[src/rtl/music_pkg.sv]
// music_pkg: note codes, sequencer states and the octave-10 phase increment table entry.
package music_pkg;
    localparam logic [7:0] NOTE_END = 8'd0;
    localparam logic [7:0] NOTE_REST = 8'd1;
    localparam logic [7:0] NOTE_MAX = 8'd127;
    typedef enum logic [1:0] {IDLE, FETCH, LATCH, PLAY} state_t;
    // Increment for MIDI note 120+s; lower octaves are derived by right shifts.
    function automatic longint note_inc(input int s, input int phase_w, input int fs_hz);
        real f;
        f = 440.0 * 2.0 ** (real'(51 + s) / 12.0);
        return longint'($rtoi(f * 2.0 ** phase_w / fs_hz + 0.5));
    endfunction
endpackage

[src/rtl/note_sequencer_if.sv]
// note_sequencer_if: control, ROM and tone bus of the note sequencer; carries tempo when SEQ_TEMPO_EN is defined.
interface note_sequencer_if #(parameter int ADDR_W = 9, parameter int PHASE_W = 24);
    logic start, stop;
    logic [ADDR_W-1:0] rom_addr;
    logic [7:0] rom_note;
    logic [PHASE_W-1:0] phase_inc;
    logic gate, busy, step, done;
    logic [7:0] note_out;
`ifdef SEQ_TEMPO_EN
    logic [23:0] tempo;
    modport master(input start, stop, rom_note, tempo, output rom_addr, phase_inc, gate, note_out, busy, step, done);
    modport slave(output start, stop, rom_note, tempo, input rom_addr, phase_inc, gate, note_out, busy, step, done);
`else
    modport master(input start, stop, rom_note, output rom_addr, phase_inc, gate, note_out, busy, step, done);
    modport slave(output start, stop, rom_note, input rom_addr, phase_inc, gate, note_out, busy, step, done);
`endif
endinterface

[src/rtl/note_sequencer_inc.sv]
// note_to_inc: combinational MIDI note to phase increment (octave-10 table, shifted down by octave).
module note_to_inc import music_pkg::*; #(
    parameter int PHASE_W = 24,
    parameter int FS_HZ = 48000
) (
    input  logic [6:0]         note,
    output logic [PHASE_W-1:0] inc
);
    logic [PHASE_W-1:0] tbl [16];
    logic [3:0] oct, semi;
    for (genvar i = 0; i < 16; i++) begin : g_tbl
        assign tbl[i] = i < 12 ? PHASE_W'(note_inc(i, PHASE_W, FS_HZ)) : '0;
    end
    always_comb begin
        oct = 4'(note / 7'd12);
        semi = 4'(note % 7'd12);
        inc = tbl[semi] >> (4'd10 - oct);
    end
endmodule

[src/rtl/note_sequencer.sv]
// note_sequencer: steps a note ROM at a fixed tempo and drives gate/phase increment for a sine accumulator.
// Define SEQ_TEMPO_EN to take the step period from the tempo input, latched on start.
module note_sequencer import music_pkg::*; #(
    parameter int ADDR_W = 9,
    parameter int PHASE_W = 24,
    parameter int FS_HZ = 48000,
    parameter int TICK_CYCLES = 6250000,
    parameter int LOOP = 1
) (
    input logic clk,
    input logic rst_n,
    note_sequencer_if.master bus
);
    state_t state, state_d;
    logic [ADDR_W-1:0] addr, addr_d;
    logic [PHASE_W-1:0] inc, inc_d, inc_new;
    logic [7:0] note, note_d;
    logic gate, gate_d, step, step_d, done, done_d, wrap, wrap_d, is_end, is_rest;
    logic [23:0] cnt, cnt_d, tick;
    note_to_inc #(.PHASE_W(PHASE_W), .FS_HZ(FS_HZ)) u_inc (.note(bus.rom_note[6:0]), .inc(inc_new));
`ifdef SEQ_TEMPO_EN
    always_ff @(posedge clk or negedge rst_n)
        if (!rst_n) tick <= 24'(TICK_CYCLES);
        else if (state == IDLE && bus.start && !bus.stop) tick <= bus.tempo < 24'd4 ? 24'(TICK_CYCLES) : bus.tempo;
`else
    assign tick = 24'(TICK_CYCLES);
`endif
    // An address wrap out of the last entry ends the tune regardless of the fetched byte.
    assign is_end = wrap || bus.rom_note == NOTE_END || (bus.rom_note > NOTE_MAX && &addr);
    assign is_rest = bus.rom_note == NOTE_REST || bus.rom_note > NOTE_MAX;
    always_comb begin
        state_d = state;
        addr_d = addr;
        inc_d = inc;
        note_d = note;
        gate_d = gate;
        step_d = 1'b0;
        done_d = 1'b0;
        wrap_d = wrap;
        cnt_d = cnt;
        if (bus.stop) begin
            state_d = IDLE;
            addr_d = '0;
            inc_d = '0;
            gate_d = 1'b0;
            wrap_d = 1'b0;
            cnt_d = '0;
        end else case (state)
            IDLE: if (bus.start) begin
                state_d = FETCH;
                addr_d = '0;
                wrap_d = 1'b0;
            end
            FETCH: state_d = LATCH;
            LATCH: begin
                wrap_d = 1'b0;
                if (is_end) begin
                    addr_d = '0;
                    state_d = LOOP != 0 ? FETCH : IDLE;
                    done_d = LOOP == 0;
                    gate_d = LOOP != 0 && gate;
                    inc_d = LOOP != 0 ? inc : '0;
                end else begin
                    state_d = PLAY;
                    step_d = 1'b1;
                    cnt_d = '0;
                    gate_d = !is_rest;
                    note_d = is_rest ? note : bus.rom_note;
                    inc_d = is_rest ? inc : inc_new;
                end
            end
            PLAY: if (cnt == tick - 24'd3) begin
                state_d = FETCH;
                addr_d = addr + 1'b1;
                wrap_d = &addr;
            end else cnt_d = cnt + 24'd1;
            default: state_d = IDLE;
        endcase
    end
    always_ff @(posedge clk or negedge rst_n)
        if (!rst_n) begin
            state <= IDLE;
            addr <= '0;
            inc <= '0;
            note <= '0;
            gate <= 1'b0;
            step <= 1'b0;
            done <= 1'b0;
            wrap <= 1'b0;
            cnt <= '0;
        end else begin
            state <= state_d;
            addr <= addr_d;
            inc <= inc_d;
            note <= note_d;
            gate <= gate_d;
            step <= step_d;
            done <= done_d;
            wrap <= wrap_d;
            cnt <= cnt_d;
        end
    assign bus.rom_addr = addr;
    assign bus.phase_inc = inc;
    assign bus.note_out = note;
    assign bus.gate = gate;
    assign bus.step = step;
    assign bus.done = done;
    assign bus.busy = state != IDLE;
endmodule

[src/flat_wrapper.sv]
// flat-port wrapper written by rule: the top's interface ports become plain ports
module note_sequencer_flat import music_pkg::*;
#(
    parameter int ADDR_W = 9,
    parameter int PHASE_W = 24,
    parameter int FS_HZ = 48000,
    parameter int TICK_CYCLES = 6250000,
    parameter int LOOP = 1
)
  (clk, rst_n, bus_start, bus_stop, bus_rom_note, bus_rom_addr, bus_phase_inc, bus_gate, bus_note_out, bus_busy, bus_step, bus_done);
  note_sequencer_if #(.ADDR_W(ADDR_W), .PHASE_W(PHASE_W)) bus_i ();
  input logic clk;
  input logic rst_n;
  input wire logic [$bits(bus_i.start)-1:0] bus_start;
  input wire logic [$bits(bus_i.stop)-1:0] bus_stop;
  input wire logic [$bits(bus_i.rom_note)-1:0] bus_rom_note;
  output wire logic [$bits(bus_i.rom_addr)-1:0] bus_rom_addr;
  output wire logic [$bits(bus_i.phase_inc)-1:0] bus_phase_inc;
  output wire logic [$bits(bus_i.gate)-1:0] bus_gate;
  output wire logic [$bits(bus_i.note_out)-1:0] bus_note_out;
  output wire logic [$bits(bus_i.busy)-1:0] bus_busy;
  output wire logic [$bits(bus_i.step)-1:0] bus_step;
  output wire logic [$bits(bus_i.done)-1:0] bus_done;
  assign bus_i.start = bus_start;
  assign bus_i.stop = bus_stop;
  assign bus_i.rom_note = bus_rom_note;
  assign bus_rom_addr = bus_i.rom_addr;
  assign bus_phase_inc = bus_i.phase_inc;
  assign bus_gate = bus_i.gate;
  assign bus_note_out = bus_i.note_out;
  assign bus_busy = bus_i.busy;
  assign bus_step = bus_i.step;
  assign bus_done = bus_i.done;
  note_sequencer #(.ADDR_W(ADDR_W), .PHASE_W(PHASE_W), .FS_HZ(FS_HZ), .TICK_CYCLES(TICK_CYCLES), .LOOP(LOOP)) u_core (.clk(clk), .rst_n(rst_n), .bus(bus_i));
endmodule
[config.mk]
export PLATFORM = sky130hd
export DESIGN_NAME = note_sequencer_flat
export DESIGN_NICKNAME = d
export VERILOG_FILES = /design/src/rtl/music_pkg.sv /design/src/rtl/note_sequencer_if.sv /design/src/rtl/note_sequencer_inc.sv /design/src/rtl/note_sequencer.sv /design/src/flat_wrapper.sv
export SDC_FILE = /design/constraint.sdc
export NUM_CORES = 1
export LEC_CHECK = 0
export ABC_AREA = 1
export CAP_MARGIN = 20
export CORE_MARGIN = 4
export CORE_UTILIZATION = 55
export CTS_CLUSTER_SIZE = 28
export DETAILED_ROUTE_END_ITERATION = 10
export DONT_BUFFER_PORTS = 1
export GPL_TIMING_DRIVEN = 0
export PLACE_DENSITY = 0.74
export SYNTH_ARGS = -nofsm -noshare
export SYNTH_HDL_FRONTEND = slang
export SYNTH_SLANG_ARGS = --single-unit
[constraint.sdc]
create_clock -name clk -period 4.1 [get_ports clk]
set_input_delay 0.615 -clock clk [delete_from_list [all_inputs] [get_ports clk]]
set_output_delay 0.615 -clock clk [all_outputs]
set_load 0.01 [all_outputs]
# Word-level counts from Yosys, hierarchy flattened
# Memories as Yosys holds them, arrays and structs flattened.
# Index checks and enable logic that the tools add are counted.
[totals]
latchBits = 0
memories = 1
romBits = 384
input_bits = 12
reg_bits = 70
out_inout_bits = 45
ramBits = 0
[op_classes]
n_reduce_logical = 19
n_lt_le_gt_ge = 2
shift = 1
n_addsub = 3
multipliers = 0
n_div = 2
n_bitwise = 4
eq_ne = 12
mux = 30
[mem_list]
columns = ["name", "depth", "word_bits", "read_ports", "rd_ports_with_merged_regs", "wr", "line", "source"]
rows = [
  ["(no name shown)", 16, 24, 1, 0, 0, "note_sequencer_inc.sv:17", "inc = tbl[semi] >> (4'd10 - oct);"],
]
[ops]
columns = ["op", "count"]
rows = [
  ["$mux 24", 9],
  ["$pmux 24 s2", 1],
  ["$mux 9", 4],
  ["$pmux 9 s3", 1],
  ["$add 24x1->24 const B", 1],
  ["$eq 24x23->1 const B", 1],
  ["$shr 24x4->24", 1],
  ["$add 9x1->9 const B", 1],
  ["$mux 1", 9],
  ["$ne 3x3->1 const B", 3],
  ["$reduce_and 3->1", 3],
  ["$reduce_and 9->1", 1],
  ["$eq 8x1->1 const B", 1],
  ["$gt 8x7->1 const B", 1],
  ["$logic_not 8->1", 1],
  ["$mux 2", 4],
  ["$pmux 2 s4", 1],
  ["$reduce_and 4->1", 2],
  ["$div 7x4->7 const B", 1],
  ["$mod 7x4->7 const B", 1],
  ["$ne 3x2->1 const B", 2],
  ["$ge 5x5->1 const B", 1],
  ["$not 4->5", 1],
  ["$eq 2x2->1 const B", 2],
  ["13 further kinds", 20],
]

# Longest topological paths before layout
[logic_depth]
word_depth = 10
depth_mapped = 19
mapped_depth_nobuf = 19

# Modules after synthesis
# From an unflattened synthesis, not the netlist that was laid out.
[unflattened]
hier_cells = 870
area_unflattened_um2 = 5652.9
[by_module_without_submodules]
columns = ["module", "instances", "seq_area_each_um2", "area_each_um2", "cells_each"]
rows = [
  ["note_sequencer", 1, 1751.7, 4047.6, 534],
  ["note_to_inc", 1, 0.0, 1605.3, 336],
]

# Least setup slack after synthesis
# OpenSTA, ideal clock, no wires.
[synth_timing]
path_type = "input to register"
start = "input bus_rom_note[6]"
end = "register u_core.inc[4] (netlist: u_core.bus.phase_inc[4])"
arrival_time_ns = 2.472
path_slack_ns = 1.510
cell_stages = 16
setup_time_ns = 0.118
cell_sequence = "o21ai_0 -> nand2_1 -> nor2_1 -> inv_1 -> nand2_1 -> nand2_2 -> nand2_2 -> buf_2 -> ha_1 -> xor2_1 -> inv_1 -> buf_2 -> nand3_1 -> nand3_1 -> nand3_1 -> nand2_1"
[synth_between]
elab_chain_cells = 10
word_cells_on_any_way = 22
[synth_rtl]
columns = ["element", "line", "source"]
rows = [
  ["start: declaration", "flat_wrapper.sv:16", "input wire logic [$bits(bus_i.rom_note)-1:0] bus_rom_note;"],
  ["$mod 7x4->7", "note_sequencer_inc.sv:16", "semi = 4'(note % 7'd12);"],
  ["$not 4->5 (not written as such)", "note_sequencer_inc.sv:17", ""],
  ["$mem_v2 16x24", "n/a", ""],
  ["$mux 24 (not written as such) (2 in a row)", "note_sequencer_inc.sv:17", ""],
  ["$shr 24x4->24", "note_sequencer_inc.sv:17", ""],
  ["$mux 24", "note_sequencer.sv:69", "inc_d = is_rest ? inc : inc_new;"],
  ["$mux 24", "note_sequencer.sv:57", "if (is_end) begin"],
  ["$mux 24", "note_sequencer.sv:48", "end else case (state)"],
  ["$mux 24", "note_sequencer.sv:41", "if (bus.stop) begin"],
  ["end signal: assignment", "note_sequencer.sv:94", "inc <= inc_d;"],
  ["end: declaration", "note_sequencer.sv:16", "logic [PHASE_W-1:0] inc, inc_d, inc_new;"],
]
# Parallel ways exist; a longest one is shown, timed or not. The select of a mux whose other input is x is not followed.
# A chain may end at the register's enable or synchronous reset.

# Worst setup path in the final report
[layout_timing]
start = "register u_core.addr[0] (netlist: u_core.bus.rom_addr[0])"
end = "register u_core.inc[19] (netlist: u_core.bus.phase_inc[19])"
[layout_between]
elab_chain_cells = 5
[layout_rtl]
columns = ["element", "line", "source"]
rows = [
  ["start: declaration", "note_sequencer.sv:15", "logic [ADDR_W-1:0] addr, addr_d;"],
  ["start signal: assignment", "note_sequencer.sv:93", "addr <= addr_d;"],
  ["$reduce_and 9->1", "note_sequencer.sv:29", "assign is_end = wrap || bus.rom_note == NOTE_END || (bus.rom_note > NOTE_MAX && &addr);"],
  ["$logic_and 1x1->1", "note_sequencer.sv:29", ""],
  ["$logic_or 1x1->1", "note_sequencer.sv:29", ""],
  ["$ne 2x2->1 (no line)", "n/a", ""],
  ["$reduce_and 3->1 (no line)", "n/a", ""],
]
# Every way passes these cells.

==> flow_summary.json <==
{
  "outcome": "finished clean",
  "cts_root_buf": "clkbuf_8",
  "grt.overflow.total": 0,
  "start_util_pct": 56.33,
  "ys_seq_area_share_pct": 33.17,
  "rsz0062_at_grt": "false",
  "ant_nets": 0,
  "design_area_um2": 5627,
  "grt_pass1_vias": 4789,
  "crit_path_max_fanout": 10,
  "worst_pin_slew_ns": 0.6726,
  "arrival_ns": 3.38,
  "max_freq_mhz": 323.6,
  "ys_warn_count": 0,
  "hold_viol": 0,
  "fin_skew_ns": 0.02115,
  "finalSetupViolCount": 0,
  "power.leakage_nw": 2.612,
  "drive_above_1_share_pct": 10.22,
  "synth_common_cells": "nand2_1 (197), nand3_1 (149), dfrtp_1 (69), inv_1 (59), nor2_1 (34)",
  "core_um2": 9240,
  "post-route-min-period_ns": 3.090,
  "synth_edf_count": 0,
  "slew_violations": 0,
  "vias_per_cell": 5.910,
  "final_nets": 788,
  "vias": 5272,
  "cts_tree": "yes",
  "wl_um": 14660,
  "die-area_um2": 11080,
  "post_cts_buffers": 0,
  "place_congestion": 0.9973,
  "ys.flop_type": "dfrtp_1",
  "remaining_drc_errors": 0,
  "synth_cell_type_count": 43,
  "track_usage_pct": 26.72,
  "crit_required_ns": 4.39,
  "yosysTopAreaCell": "dfrtp_1",
  "synthTopCellsByArea": "dfrtp_1 (33%), nand3_1 (14%), nand2_1 (14%)",
  "grt_max_degree": 70,
  "setup_tns_ns": 0,
  "die_x_um": 105.3,
  "clockBufferDepth": 2,
  "clkTransAtPathRegs_ns": 0.10,
  "dpl_cell_area_um2": 5370,
  "drtIter0Drc": 383,
  "hold_class": "in -> async",
  "slew_headroom_pct": 54.99,
  "wire_per_inst_um": 16.43,
  "maxCapViolations": 0,
  "r2r-start": "u_core.bus.rom_addr[0]",
  "synthToLayoutAreaGrowth_pct": 8.101,
  "critPathKind": "reg -> reg",
  "antenna_found_initial": 0,
  "synth-seq-cells": 69,
  "syn-cell-area_um2": 5205,
  "syn_area_per_cell_um2": 6.987,
  "port_buffers": 0,
  "power_density_nw_per_um2": 372.6,
  "die_h_um": 105.3,
  "fin_crit_sh_pct": 75.36,
  "synth.most_common_cell": "nand2_1",
  "grt_pass1_wl_um": 24180,
  "rows": 35,
  "diodes": 0,
  "ir_worst_vdd_mv": 0.2819,
  "drt_pass1_iterations": 8,
  "synthCells": 745,
  "dp_hpwl_um": 11260,
  "async_flop_share_pct": 100.0,
  "synth.top_cell.area_share_pct": 33.17,
  "endpoint_kind": "register",
  "critPathLaunch": "u_core.bus.rom_addr[0]",
  "ioPinCount": 57,
  "numClockSinks": 69,
  "htree_num_levels": 3,
  "insertion_delay_ns": 0.36,
  "start_kind": "register",
  "numCtsBuffers": 9
}
area by class of cell:
type | instances | area [µm²]
repair buffers | 1 | 27.53
multi-input cells | 582 | 3075
fillers | 912 | 3613
plain buffers | 28 | 155.1
flip-flops and latches | 69 | 1727
clock buffers | 9 | 123.9
clock inverters | 7 | 105.1
inverters | 67 | 251.5
well taps | 129 | 161.4
sequential cells by signal, indices dropped and copies added, names as in the netlist:
| register | cells |
|---|---|
| u_core.bus.gate | 1 |
| u_core.bus.note_out | 8 |
| u_core.bus.phase_inc | 23 |
| u_core.bus.rom_addr | 9 |
| u_core.bus.step | 1 |
| u_core.cnt | 24 |
| u_core.state | 2 |
| u_core.wrap | 1 |
timing repair:
| action | in CTS | in global routing |
|---|---|---|
| hold endpoints to repair | 69 | 0 |
| resized for setup | 0 | 0 |
| hold buffers | 1 | 0 |
path summary, 6_finish.rpt:
path / end / slack [ns] / depth (start not counted)
setup reg to reg: u_core.bus.phase_inc[19] / 1.01 / 16
min in group clk: u_core.bus.gate / 0.46 / 3
setup / recovery: u_core.bus.phase_inc[19] / 1.01 / 16
hold reg to reg: u_core.bus.note_out[7] / 0.55 / 2
max in group asynchronous: u_core.bus.note_out[3] / 3.68 / 1
hold / removal: u_core.bus.phase_inc[12] / 0.10 / 1
metrics by stage:
stage / util [%] / total power, mW / setup WS, ns / hold WS, ns / cells
2_1_floorplan: - / 1.266 / 1.510 / 0.3194 / 746
3_3_place_gp: 58.12 / 1.415 / 0.9990 / 0.3209 / 875
3_5_place_dp: 58.12 / 1.423 / 0.9477 / 0.3209 / 875
4_1_cts: 60.89 / 2.094 / 0.9779 / 0.1214 / 892
5_1_grt: 60.89 / 2.228 / 0.5981 / 0.1201 / 892
6_report: 60.89 / 2.097 / 1.010 / 0.1030 / 892
kinds of logic after synthesis:
logic type	synth area share, %
simple gates	42.43
buf+inv	7.813
compound gates	9.495
flops	33.17
fa+ha+maj	4.327
xor+xnor	2.692
other cells	0.07205
critical path, stage by stage (launching register included):
cell     delay [ns]
dfrtp_1        0.44
ha_1           0.22
inv_1          0.08
nor3_1         0.06
nand3_1        0.10
nor3b_1        0.06
ha_1           0.20
nand2_1        0.06
nand3_1        0.06
a31oi_1        0.31
nand2_1        0.20
nor2_2         0.29
inv_2          0.18
nor2_2         0.31
buf_2          0.28
nand3_1        0.11
nand2_1        0.08
cell usage in the layout (no fill, tap or decap), drive strengths merged, types with 19 or more instances in the layout:
master / count
buf: 19
nand3: 161
nand2: 214
inv: 68
clkbuf: 19
nor2: 39
dfrtp: 69
o21ai: 32
nor3: 20
layer usage:
metal	share of wire (%)	GRT usage (%)	vias to the layer above
met1	48	39.79	2481
met5	0	0	-
li1	-	-	2560
met2	42	38.66	209
met4	1.5	5.998	0
met3	8.7	7.165	22
where the power goes:
part           internal (mW)  switching, mW  total [mW]  leakage [nW]
combinational          0.209          0.478       0.686          1.54
clock                  0.352          0.298       0.650         0.112
sequential             0.716         0.0438       0.760         0.957
total                   1.28          0.820        2.10          2.61
(Power assumes the default switching activity.)
